==> config.mk <==
export PLATFORM = sky130hd
export DESIGN_NAME = sha256_id_validator
export DESIGN_NICKNAME = d
export VERILOG_FILES = /design/src/rtl/sha256_id_validator.sv
export SDC_FILE = /design/constraint.sdc
export NUM_CORES = 1
export LEC_CHECK = 0
export ABC_AREA = 1
export CAP_MARGIN = 20
export CELL_PAD_IN_SITES_DETAIL_PLACEMENT = 1
export CELL_PAD_IN_SITES_GLOBAL_PLACEMENT = 1
export CORE_AREA = 2 2 214 216
export CTS_CLUSTER_DIAMETER = 50
export DETAILED_ROUTE_END_ITERATION = 10
export DIE_AREA = 0 0 216 218
export GPL_TIMING_DRIVEN = 0
export PLACE_DENSITY_LB_ADDON = 0.1
export SYNTH_ARGS = -nofsm -noshare
export SYNTH_HDL_FRONTEND = slang
export SYNTH_SLANG_ARGS = --single-unit
==> constraint.sdc <==
create_clock -name clk -period 1.5 [get_ports clk]
set_clock_uncertainty 0.15 [all_clocks]
set_input_delay 0.225 -clock clk [delete_from_list [all_inputs] [get_ports clk]]
set_output_delay 0.225 -clock clk [all_outputs]
set_load 0.005 [all_outputs]
==> src/rtl/sha256_id_validator.sv <==
// Joins expected packet IDs with tagged SHA-256 digests and flags tag mismatches.
// Define SHA256_ID_VALIDATOR_LAST_CHECK_EN to also track last-marker mismatches.
module sha256_id_validator #(
    parameter int ID_W   = 6,
    parameter int HASH_W = 256,
    parameter int CNT_W  = 10
) (
    input  logic              clk,
    input  logic              nrst,
    input  logic              en,
    input  logic              sync_rst,
    input  logic [ID_W-1:0]   id_in_buf,
    input  logic              id_in_buf_last,
    input  logic              id_in_buf_valid,
    output logic              id_in_buf_ready,
    input  logic [HASH_W-1:0] hash_in,
    input  logic [ID_W-1:0]   hash_in_id,
    input  logic              hash_in_last,
    input  logic              hash_in_valid,
    output logic              hash_in_ready,
    output logic [HASH_W-1:0] hash_out,
    output logic              hash_out_err,
    output logic              hash_out_last,
    output logic              hash_out_valid,
    input  logic              hash_out_ready,
    output logic [1:0]        status_err,
    output logic [CNT_W-1:0]  status_packet_count,
    input  logic              status_clear
);

    logic       slot;
    logic       live;
    logic       join_fire;
    logic       out_fire;
    logic       id_mis;
    logic       last_mis;
    logic [1:0] flags;

    assign slot = !hash_out_valid | hash_out_ready;
    assign live = nrst & en & !sync_rst & slot;

    assign id_in_buf_ready = live & hash_in_valid;
    assign hash_in_ready   = live & id_in_buf_valid;

    assign join_fire = live & hash_in_valid & id_in_buf_valid;
    assign out_fire  = en & hash_out_valid & hash_out_ready;

    assign id_mis = (hash_in_id != id_in_buf);

`ifdef SHA256_ID_VALIDATOR_LAST_CHECK_EN
    assign last_mis = (id_in_buf_last != hash_in_last);
`else
    // The ID-buffer last marker only matters when the last check is built.
    logic unused_last;
    assign unused_last = id_in_buf_last;
    assign last_mis    = 1'b0;
`endif

    assign flags = {last_mis, id_mis};

    always_ff @(posedge clk or negedge nrst) begin
        if (!nrst) begin
            hash_out       <= '0;
            hash_out_err   <= 1'b0;
            hash_out_last  <= 1'b0;
            hash_out_valid <= 1'b0;
        end else if (sync_rst) begin
            hash_out       <= '0;
            hash_out_err   <= 1'b0;
            hash_out_last  <= 1'b0;
            hash_out_valid <= 1'b0;
        end else if (join_fire) begin
            hash_out       <= hash_in;
            hash_out_err   <= id_mis;
            hash_out_last  <= hash_in_last;
            hash_out_valid <= 1'b1;
        end else if (out_fire) begin
            hash_out_valid <= 1'b0;
        end
    end

    // A clear coinciding with a join leaves only that join's contribution.
    always_ff @(posedge clk or negedge nrst) begin
        if (!nrst) begin
            status_err          <= 2'b00;
            status_packet_count <= '0;
        end else if (sync_rst) begin
            status_err          <= 2'b00;
            status_packet_count <= '0;
        end else if (status_clear) begin
            status_err          <= join_fire ? flags : 2'b00;
            status_packet_count <= join_fire ? CNT_W'(1) : '0;
        end else if (join_fire) begin
            status_err          <= status_err | flags;
            status_packet_count <= status_packet_count + CNT_W'(1);
        end
    end

endmodule

Word level (Yosys, flattened, before mapping)
Cells that the tools add are included.
{"block": "totals", "word_cells": 40, "regBits": 271}
{"block": "classes", "reduce_logical": 5, "mux": 17, "bitwise": 10, "add_sub_neg": 1, "n_eq_ne": 1}
{"operator": "256-bit two-way mux", "n": 2}
{"operator": "10-bit two-way mux", "n": 3}
{"operator": "10-bit by 1-bit adder with 10-bit output (second input constant)", "n": 1}
{"operator": "1-bit two-way mux", "n": 9}
{"operator": "1-bit bitwise AND", "n": 8}
{"operator": "2-bit two-way mux", "n": 3}
{"operator": "6-bit != test", "n": 1}
{"operator": "3-bit nonzero test", "n": 2}
{"operator": "1-bit logical NOT", "n": 2}
{"operator": "2-bit by 1-bit OR with 2-bit output", "n": 1}
{"operator": "2-bit nonzero test", "n": 1}
{"operator": "1-bit OR", "n": 1}

Logic depth before layout (Yosys ltp)
{"block": "depth", "depth_word": 8, "depth_mapped": 9, "ltp_nobuf": 9}

Worst setup path before layout
Ideal clock, no wire load.
{"block": "synth_timing", "path_kind": "register to register", "start": "reg status_packet_count[0]", "end": "reg status_packet_count[8]", "required_ps": 1224, "slack_ps": 47, "t_arrival_ps": 1177, "n_path_buf": 0, "period_less_slack_ps": 1453, "path_stages_with_launch": 9, "path_cell_list": "dfrtp_1 ha_1 nand2_1 nor2_1 nand2_1 nor2_1 nand3_1 nand3_1 o21ai_0"}
{"block": "synth_between", "elab_chain_cells": 4}
{"item": "start: declaration", "line_no": "27", "text": "output logic [CNT_W-1:0] status_packet_count,"}
{"item": "start signal: assignment", "line_no": "92", "text": "status_packet_count <= join_fire ? CNT_W'(1) : '0;"}
{"item": "start signal: assignment", "line_no": "95", "text": "status_packet_count <= status_packet_count + CNT_W'(1);"}
{"item": "10-bit by 1-bit adder with 10-bit output", "line_no": "95"}
{"item": "10-bit two-way mux", "line_no": "93", "text": "end else if (join_fire) begin"}
{"item": "10-bit two-way mux", "line_no": "90", "text": "end else if (status_clear) begin"}
{"item": "10-bit two-way mux", "line_no": "87", "text": "end else if (sync_rst) begin"}
No other way between the ends. The select of a mux whose other input is x is not followed.
A chain may end at the register's enable or synchronous reset.

Worst setup path after layout
{"block": "layout_timing", "start": "reg hash_out_valid", "end": "reg hash_out[60]"}
{"block": "layout_between", "elab_chain_cells": 6}
{"item": "start: declaration", "line_no": "24", "text": "output logic hash_out_valid,"}
{"item": "start signal: assignment", "line_no": "66", "text": "hash_out_valid <= 1'b0;"}
{"item": "start signal: assignment", "line_no": "71", "text": "hash_out_valid <= 1'b0;"}
{"item": "start signal: assignment", "line_no": "76", "text": "hash_out_valid <= 1'b1;"}
{"item": "1-bit logical NOT", "line_no": "39", "text": "assign slot = !hash_out_valid | hash_out_ready;"}
{"item": "1-bit OR", "line_no": "39"}
{"item": "1-bit bitwise AND", "line_no": "40", "text": "assign live = nrst & en & !sync_rst & slot;"}
{"item": "1-bit bitwise AND (2 in series)", "line_no": "45", "text": "assign join_fire = live & hash_in_valid & id_in_buf_valid;"}
{"item": "2-bit nonzero test (no line)"}
{"item": "end signal: assignment", "line_no": "73", "text": "hash_out <= hash_in;"}
{"item": "end: declaration", "line_no": "21", "text": "output logic [HASH_W-1:0] hash_out,"}
No other way between the ends.

==> impl_metrics.env <==
export IMPL_dp_hpwl_mm=35.9
export IMPL_drc=0
export IMPL_max_slew_margin_pct=62.8
export IMPL_cts_root_buf="clkbuf_16"
export IMPL_grt_usage_pct=20.8
export IMPL_arrival_ns=2.02
export IMPL_worst_pin_slew_ns=0.558
export IMPL_vias=11100
export IMPL_max_freq_mhz=580
export IMPL_m1WireLength_mm=19.8
export IMPL_layoutNonFillerInstCount=2514
export IMPL_cp_start_kind="flop"
export IMPL_syn_area_mm2=0.0108
export IMPL_cp_max_fo=7
export IMPL_clock_latency_ns=0.55
export IMPL_worstPathRequired_ns=1.79
export IMPL_slew_violations=0
export IMPL_wire_per_inst_um=20.7
export IMPL_ant_nets=0
export IMPL_path_clk_slew_ns=0.06
export IMPL_top_layer_used="met5"
export IMPL_synth_compound_area_share_pct=0.716
export IMPL_layout_common_cells="nand2_1, clkdlybuf4s50_1, dfrtp_1"
export IMPL_hold_viol_final=0
export IMPL_synthesis_nets=1500
export IMPL_critPathKind="flop to flop"
export IMPL_r2r_start="hash_out_valid$_DFFE_PN0P_"
export IMPL_final_setup_worst_slack_ns=-0.223
export IMPL_dp_cells=2372
export IMPL_rows=78
export IMPL_synthAdderAreaFrac_pct=0.116
export IMPL_cts_inserted_buffers=42
export IMPL_place_congestion=0.794
export IMPL_drtIter0Drc=347
export IMPL_ios=551
export IMPL_final_common_cell="nand2_1"
export IMPL_final_nets=2151
export IMPL_ys_seq_elements=270
export IMPL_ys_types=23
export IMPL_cts_max_level=2
export IMPL_syn_area_per_cell_um2=8.87
export IMPL_rsz0062_at_grt="yes"
export IMPL_overflow=0
export IMPL_irDropWorstVdd_mv=0.714
export IMPL_yosys_warnings=0
export IMPL_grt_max_degree=85
export IMPL_cp_end_kind="flop"
export IMPL_die_y_um=218
export IMPL_cts_tree="yes"
export IMPL_failed_checks="setup timing"
export IMPL_cts_sinks=270
export IMPL_post_drt_via_cell_ratio=4.42
export IMPL_wl_met2_mm=25.8
export IMPL_period_share_pct=115
export IMPL_cp_startpoint="hash_out_valid$_DFFE_PN0P_"
export IMPL_syn_inst=1221
export IMPL_leakagePower_nw=11.2
export IMPL_setup_viol=533
export IMPL_yosysSeqAreaShare_pct=62.4
export IMPL_fill_cells=5087
export IMPL_dp_worst_setup_slack_ns=-1.35
export IMPL_drive_gt1_share_pct=15.8
export IMPL_synthXorXnorAreaFrac_pct=0.323
export IMPL_muxShareOfSynthArea_pct=0
export IMPL_die_w_um=216
export IMPL_grt_pass1_wl_mm=74.5
export IMPL_dieArea_mm2=0.0471
export IMPL_grt_pass1_vias=11900
export IMPL_areaGrowthSynthToFinish_pct=86.3
export IMPL_power_density_mw_per_mm2=975
export IMPL_seq_area_mm2=0.00676
export IMPL_clk_path_buf_depth=3
export IMPL_core_area_mm2=0.0449
export IMPL_numPortBuffers=548
export IMPL_min_from="hash_in[6]"
export IMPL_firstDrtPassIters=4
export IMPL_cap_violations=0
export IMPL_fin_crit_ns=1.72
export IMPL_min_path_type="input port to flop"
export IMPL_synth_simple_gate_area_share_pct=32.1
export IMPL_synth_top_family_by_area="simple AND/OR/NAND/NOR gates"
export IMPL_start_util_pct=24.1
export IMPL_routed_wl_mm=52.0
export IMPL_antenna_found_initial=10
export IMPL_wl_met3_mm=4.85
export IMPL_multi_input_area_mm2=0.00390
export IMPL_status="complete, but fails checks"
-- cell type report --
class / count / area share [%]
clock buffer: 56 / 5.98
buffer: 86 / 4.76
antenna: 8 / 0.0992
multi-input combinational: 851 / 19.3
tap: 600 / 3.72
clock inverter: 22 / 1.28
timing repair buffer: 607 / 31.1
inverter: 14 / 0.260
sequential: 270 / 33.5
-- state kept, by name, indices dropped and copies added, names as in the netlist --
name and cells:
status_packet_count 10, hash_out_last 1, status_err 1, hash_out 256
hash_out_err 1, hash_out_valid 1
-- cells in the mapped netlist --
cell       instances  share of area, %
nand2_1          541                19
dfrtp_1          270                62
nand3_1          270                12
clkbuf_1          32               1.1
buf_2             30               1.4
buf_4             14              0.97
inv_1             13              0.45
nor2_1            11              0.38
buf_1             10              0.35
a21oi_1            6              0.28
o21ai_0            5              0.23
xor2_1             4              0.32
nand4_1            2              0.12
nor2_2             2              0.12
nor3_1             2             0.092
or2_2              2              0.12
a21boi_1           1             0.069
conb_1             1             0.035
ha_1               1              0.12
inv_2              1             0.035
nor2_4             1              0.10
o22ai_1            1             0.058
o2bb2ai_1          1             0.081
-- worst paths after layout --
path	cells after the start	slack (ns)	endpoint
max	8	-0.22	hash_out[60]$_DFFE_PN0P_
min	3	0.05	hash_out[6]$_DFFE_PN0P_
max reg2reg	8	-0.22	hash_out[60]$_DFFE_PN0P_
min reg2reg	2	0.33	status_err[0]$_DFFE_PN0P_
max in group asynchronous	6	0.17	hash_out[48]$_DFFE_PN0P_
min in group asynchronous	6	0.39	hash_out[5]$_DFFE_PN0P_
-- worst max-delay path, cell delays in order, from the launching register on --
cell,delay [ns]
dfrtp_1,0.40
nand2_2,0.12
buf_4,0.12
nand4_1,0.09
buf_6,0.18
buf_12,0.16
bufbuf_16,0.27
nand3_1,0.06
nand2_1,0.05
-- routing by layer --
metal,GRT usage (%),vias to the layer above
li1,-,5261
met5,0,-
met3,8.59,87
met1,23.5,5383
met4,7.44,4
met2,35.4,378
-- stage by stage --
stage	hold WS (ns)	area [um^2]	TNS (ns)	total power [mW]	utilization, %
final	0.0529	20200	-57.61	19.7	45.0
after global routing	0.0363	20200	-91.83	20.5	44.9
after CTS	0.0129	19400	-87.90	19.9	43.2
after detailed placement	-0.0440	17200	-327.70	9.40	38.2
after global placement	0.319	17100	-6755.16	9.37	38.0
after floorplan	-0.221	10800	0	7.97	-
-- report_power, final --
group          total [mW]  leakage (nW)  switching [mW]  internal (mW)
registers            7.52          3.74          0.0805           7.44
logic                1.89          6.75           0.800           1.09
clock network        10.3         0.708            3.84           6.41
total                19.7          11.2            4.72           14.9
-- logic make-up (layout without fill, tap and decap cells) --
logic type | after synthesis | in the layout
XOR/XNOR | 4 | 4
other | 1 | 9
flip-flops | 270 | 270
adder cells (fa/ha/maj) | 1 | 1
buffers and inverters | 100 | 785
AO/OA/AOI/OAI | 14 | 14
AND/OR/NAND/NOR | 831 | 831
-- timing repair --
item,in CTS,in global routing
cloned,13,17
hold buffers,9,1
gates resized for setup,437,188
endpoints found under the setup margin,542,602
hold endpoints to repair,210,110
setup buffers,17,4
pin swaps,19,33
Power figures use the tool's default switching activity.
==> RTL edit 1: new RTL, same flow settings <==
Change the parameter `CNT_W` from 10 to 14.
--- a/src/rtl/sha256_id_validator.sv
+++ b/src/rtl/sha256_id_validator.sv
@@ -3,7 +3,7 @@
 module sha256_id_validator #(
     parameter int ID_W   = 6,
     parameter int HASH_W = 256,
-    parameter int CNT_W  = 10
+    parameter int CNT_W  = 14
 ) (
     input  logic              clk,
     input  logic              nrst,
Interface: changed (resized status_packet_count); port bits go from 551 to 555. No check against the original RTL was run, so the function may have changed too.
==> RTL edit 1 against the unedited design <==
- power decreased by 3.2%
- the flow still finishes with violations (setup timing)
- clock power down 9%
- wire length down 5.4%
- cell area shrank 4.5%
- critical path depth down 3
- worst setup slack worse by 0.015 ns
- sequential cell count rose by 4
- count of clock-buffer cells in the layout decreased by 4
- area after synthesis rose by 0.82%
==> RTL edit 1: results (changes against the unedited design) <==
M2 GR Usage=34.6% (-0.84 points); pin count of the biggest net entering global routing=99 (+16%); critical path arrival=1.36 ns (-0.66 ns); worst-case reg-to-reg path depth=9 (+1); placed inst area=0.0173 mm^2 (+0.59%); gpl congestion=0.792 (-0.16%); Sequential Power=0.00764 W (+2%); failing checks=setup timing; Post-CTS Setup Bufs=10 (-7); # nets final=2232 (+3.8%); first-pass GRT wire length=70100 um (-5.9%); DR vias/cell=4.21 (-4.7%); Post-Syn Nets=1527 (+1.8%); metal2 WL=24300 um (-5.9%); Critical Path Fanout Max=4 (-3); Seq/Total Area, Yosys=62.8% (+0.41 points); 1st-iter DRT viols=500 (+44%); port bufs=552 (+0.73%); hold_ws=0.0688 ns (+0.0159 ns); DPL Wire Length=35000 um (-2.6%); CTS Buf Count=41 (-2.4%); XOR/XNOR Fraction of Synth Area=0.321% (-0.0026 points); Critical R2R Capture=hash_out[155]$_DFFE_PN0P_; global-route track usage on met1=22.3% (-1.2 points); wire per inst=19.0 um (-7.9%); CP peak stage delay=0.52 ns (+0.12 ns); met3 Use GR=8.08% (-0.52 points); Syn Inst Count=1248 (+2.2%); dpl cells=2402 (+1.3%); Clock Power Share=49.3% (-2.8 points); share of cells above drive strength 1=31.8% (+16 points); compound-gate portion of the synthesized area=0.687% (-0.029 points); Slowest cell on crit path=clkdlybuf4s50_1; Slew headroom=42.3% (-20 points); M1 WL=18800 um (-4.9%); PnR worst setup slack=-0.239 ns (-0.0154 ns); number of fillers in the final layout=5215 (+2.5%); Tot GR Track Use=19.8% (-1.1 points); DRT Pass-1 Iters=5 (+1); endpoints failing setup=273 (-49%); setup TNS=-44.12 ns (+13.49 ns); Post-Place Setup Slack=-1.41 ns (-0.0652 ns); Adder-Cell Fraction of Synth Area=0.115% (-0.00094 points); leakage=10.7 nW (-4.6%); Hold EP=hash_out[216]$_DFFE_PN0P_; Hold Buf Count CTS=5 (-4); met3 WL=4910 um (+1.4%); Commonest cells post-synth=nand2_1, dfrtp_1, buf_6; Flop pwr share=40.1% (+1.9 points); Synth cell types=24 (+4.3%); outcome=finished, violations left; maximum VDD drop=649 uV (-9.1%); initial antenna violation count=8 (-2); P_sw=0.00443 W (-6.2%); CTS resizes=416 (-4.8%)
## RTL edit 1: worst max-delay path by stage
stage	from	depth (start not counted)	end
2_1_floorplan	hash_out_valid$_DFFE_PN0P_	8	hash_out[199]$_DFFE_PN0P_
3_3_place_gp	nrst	1	hash_out[42]$_DFFE_PN0P_
3_5_place_dp	nrst	11	hash_out[123]$_DFFE_PN0P_
4_1_cts	hash_out_valid$_DFFE_PN0P_	4	id_in_buf_ready
5_1_grt	hash_out_valid$_DFFE_PN0P_	9	hash_out[3]$_DFFE_PN0P_
6_report	sync_rst	5	hash_in_ready
## RTL edit 1: final cells by class
class | instances | area [um^2] | area share [%]
multi-input cells | 892 | 3920 | 20.4
diodes | 4 | 10.0 | 0.0519
clock buffers | 52 | 1140 | 5.92
flip-flops and latches | 274 | 6860 | 35.6
clock inverters | 16 | 178 | 0.922
inverters | 24 | 106 | 0.552
repair buffers | 664 | 5550 | 28.8
plain buffers | 56 | 743 | 3.86
well taps | 600 | 751 | 3.90
==> RTL edit 2: new RTL, config.mk and constraints unchanged <==
Without the edit above. Reset style: synchronous (`nrst`), changed in 2 clocked blocks.
--- a/src/rtl/sha256_id_validator.sv
+++ b/src/rtl/sha256_id_validator.sv
@@ -58,7 +58,7 @@
 
     assign flags = {last_mis, id_mis};
 
-    always_ff @(posedge clk or negedge nrst) begin
+    always_ff @(posedge clk) begin
         if (!nrst) begin
             hash_out       <= '0;
             hash_out_err   <= 1'b0;
@@ -80,7 +80,7 @@
     end
 
     // A clear coinciding with a join leaves only that join's contribution.
-    always_ff @(posedge clk or negedge nrst) begin
+    always_ff @(posedge clk) begin
         if (!nrst) begin
             status_err          <= 2'b00;
             status_packet_count <= '0;
Formal check against the unedited RTL: differs if nrst is asserted again (counterexample within 4 cycles, from zero or initial values and one cycle with nrst low); with nrst held inactive, the same outputs for 4 cycles.
==> RTL edit 2 against the unedited design <==
- worst setup slack better by 0.019 ns
- sequential cell count unchanged
- sequential share of layout area is 3.6 points lower
- largest cell class unchanged
- the flow still finishes with violations (setup timing)
- area after synthesis shrank 8.6%
- power fell by 2.9%
- largest power group unchanged
- synthesized cell count up 0.33%
- cell area down 9.2%
- count of clock-buffer cells in the layout fell by 2
- via count shrank 4.6%
- wire length shrank 10%
==> RTL edit 2: results (changes against the unedited design) <==
outcome=finished, violations left; failing checks=setup timing; maximum VDD drop=876 uV (+23%); Layout Cells excl Fill=2476 (-1.5%); vias in the first global route=10.9k (-8.7%); wire per inst=18.8 um (-9.1%); Async S/R FF share, synth=0% (-100 points); storage element area=0.00548 mm^2 (-19%); share of cells above drive strength 1=31.9% (+16 points); initial antenna violation count=7 (-3); Worst-Margin Slew=0.721 ns (+0.164 ns); Tot GR Track Use=18.5% (-2.3 points); endpoints failing setup=267 (-50%); Largest regs=hash_out (256), status_packet_count (10); dpl cells=2373 (+0.042%); DPL Wire Length=34300 um (-4.5%); DR vias/cell=4.28 (-3.1%); Synth cell types=27 (+17%); first-pass GRT wire length=66800 um (-10%); PnR worst setup slack=-0.205 ns (+0.0186 ns); 1st-iter DRT viols=322 (-7.2%); pin count of the biggest net entering global routing=12 (-86%); Commonest cells post-synth=nand2_1, dfxtp_1, a21oi_1; Syn Inst Count=1225 (+0.33%); met3 WL=3700 um (-24%); Top FF cell, synth=dfxtp_1; M1 WL=18500 um (-6.4%); # nets final=2119 (-1.5%); Area contributors post-synth=dfxtp_1, nand2_1, a21oi_1, a21oi_2, buf_8; Post-Place Setup Slack=-1.06 ns (+0.288 ns); Post-Syn Nets=1504 (+0.27%); Critical Path Fanout Max=6 (-1); number of fillers in the final layout=5260 (+3.4%); leakage=7.29 nW (-35%)
## RTL edit 2: cell types whose count changed in the layout (fill, tap and decap cells not counted), sizes merged, moves of 4 or more
| cell | change |
|---|---|
| dlygate4sd2 | -148 |
| nand2 | +4 |
| dfxtp | +270 |
| diode | -4 |
| buf | +84 |
| clkbuf | +5 |
| clkdlybuf4s15 | +26 |
| nand3 | -261 |
| inv | -4 |
| a21oi | +259 |
| nor2 | +7 |
| dfrtp | -270 |
## RTL edit 2: path summary, 6_finish.rpt
kind                                     end                        start  cells after the start
setup / recovery  hash_out[120]$_SDFFE_PP0P_  hash_out_valid$_SDFFE_PP0P_                      9
hold / removal    hash_out[242]$_SDFFE_PP0P_                 hash_in[242]                      3
setup reg to reg  hash_out[120]$_SDFFE_PP0P_  hash_out_valid$_SDFFE_PP0P_                      9
hold reg to reg   status_err[0]$_SDFFE_PP0P_   status_err[0]$_SDFFE_PP0P_                      2
## RTL edit 2: area by class of cell
class                      instances  share of cell area (%)
antenna                            4                  0.0546
buffer                            86                    4.57
clock buffer                      54                    6.49
clock inverter                    22                    1.71
inverter                          13                   0.266
multi-input combinational        855                    24.7
sequential                       270                    29.9
tap                              600                    4.10
timing repair buffer             572                    28.3
## RTL edit 2: logic make-up after synthesis
kind of cell	after synthesis	share of synthesized area [%]
buffers and inverters	100	7.00
flip-flops	270	54.6
AO/OA/AOI/OAI	268	15.0
AND/OR/NAND/NOR	579	22.7
XOR/XNOR	6	0.530
other	1	0.0379
adder cells (fa/ha/maj)	1	0.126
## RTL edit 2: routing by layer
layer	up-vias	global-route usage, %
met5	-	0
met4	6	5.78
met3	57	6.53
met2	324	33.1
met1	5048	20.6
li1	5168	-
## RTL edit 2: report_power, final
part | leakage, nW | internal, W | switching (W)
Combinational | 4.36 | 0.000829 | 0.000526
Clock | 0.728 | 0.00682 | 0.00369
Sequential | 2.20 | 0.00720 | 0.0000169
Total | 7.29 | 0.0149 | 0.00424
## RTL edit 2: stage by stage
stage	hold WS, ns	setup TNS [ns]
2_1_floorplan	0.211	0
3_3_place_gp	0.295	-210.76
3_5_place_dp	0.294	-216.93
4_1_cts	0.0404	-23.91
5_1_grt	0.0653	-52.68
6_report	0.0791	-29.15
## RTL edit 2: critical path: stages, from the launching register on
cell       delay (ns)
dfxtp_2          0.33
nand2_4          0.08
nand3_4          0.09
buf_12           0.14
nor2_8           0.14
buf_12           0.15
clkbuf_16        0.19
clkbuf_16        0.16
nand2_1          0.05
a21oi_1          0.13
## RTL edit 2: what timing repair did
item / CTS / global route
resized for setup: 844 / 211
pin swaps: 2 / 32
cloned: 2 / 12
endpoints found under the setup margin: 542 / 386
buffers inserted: 8 / 3
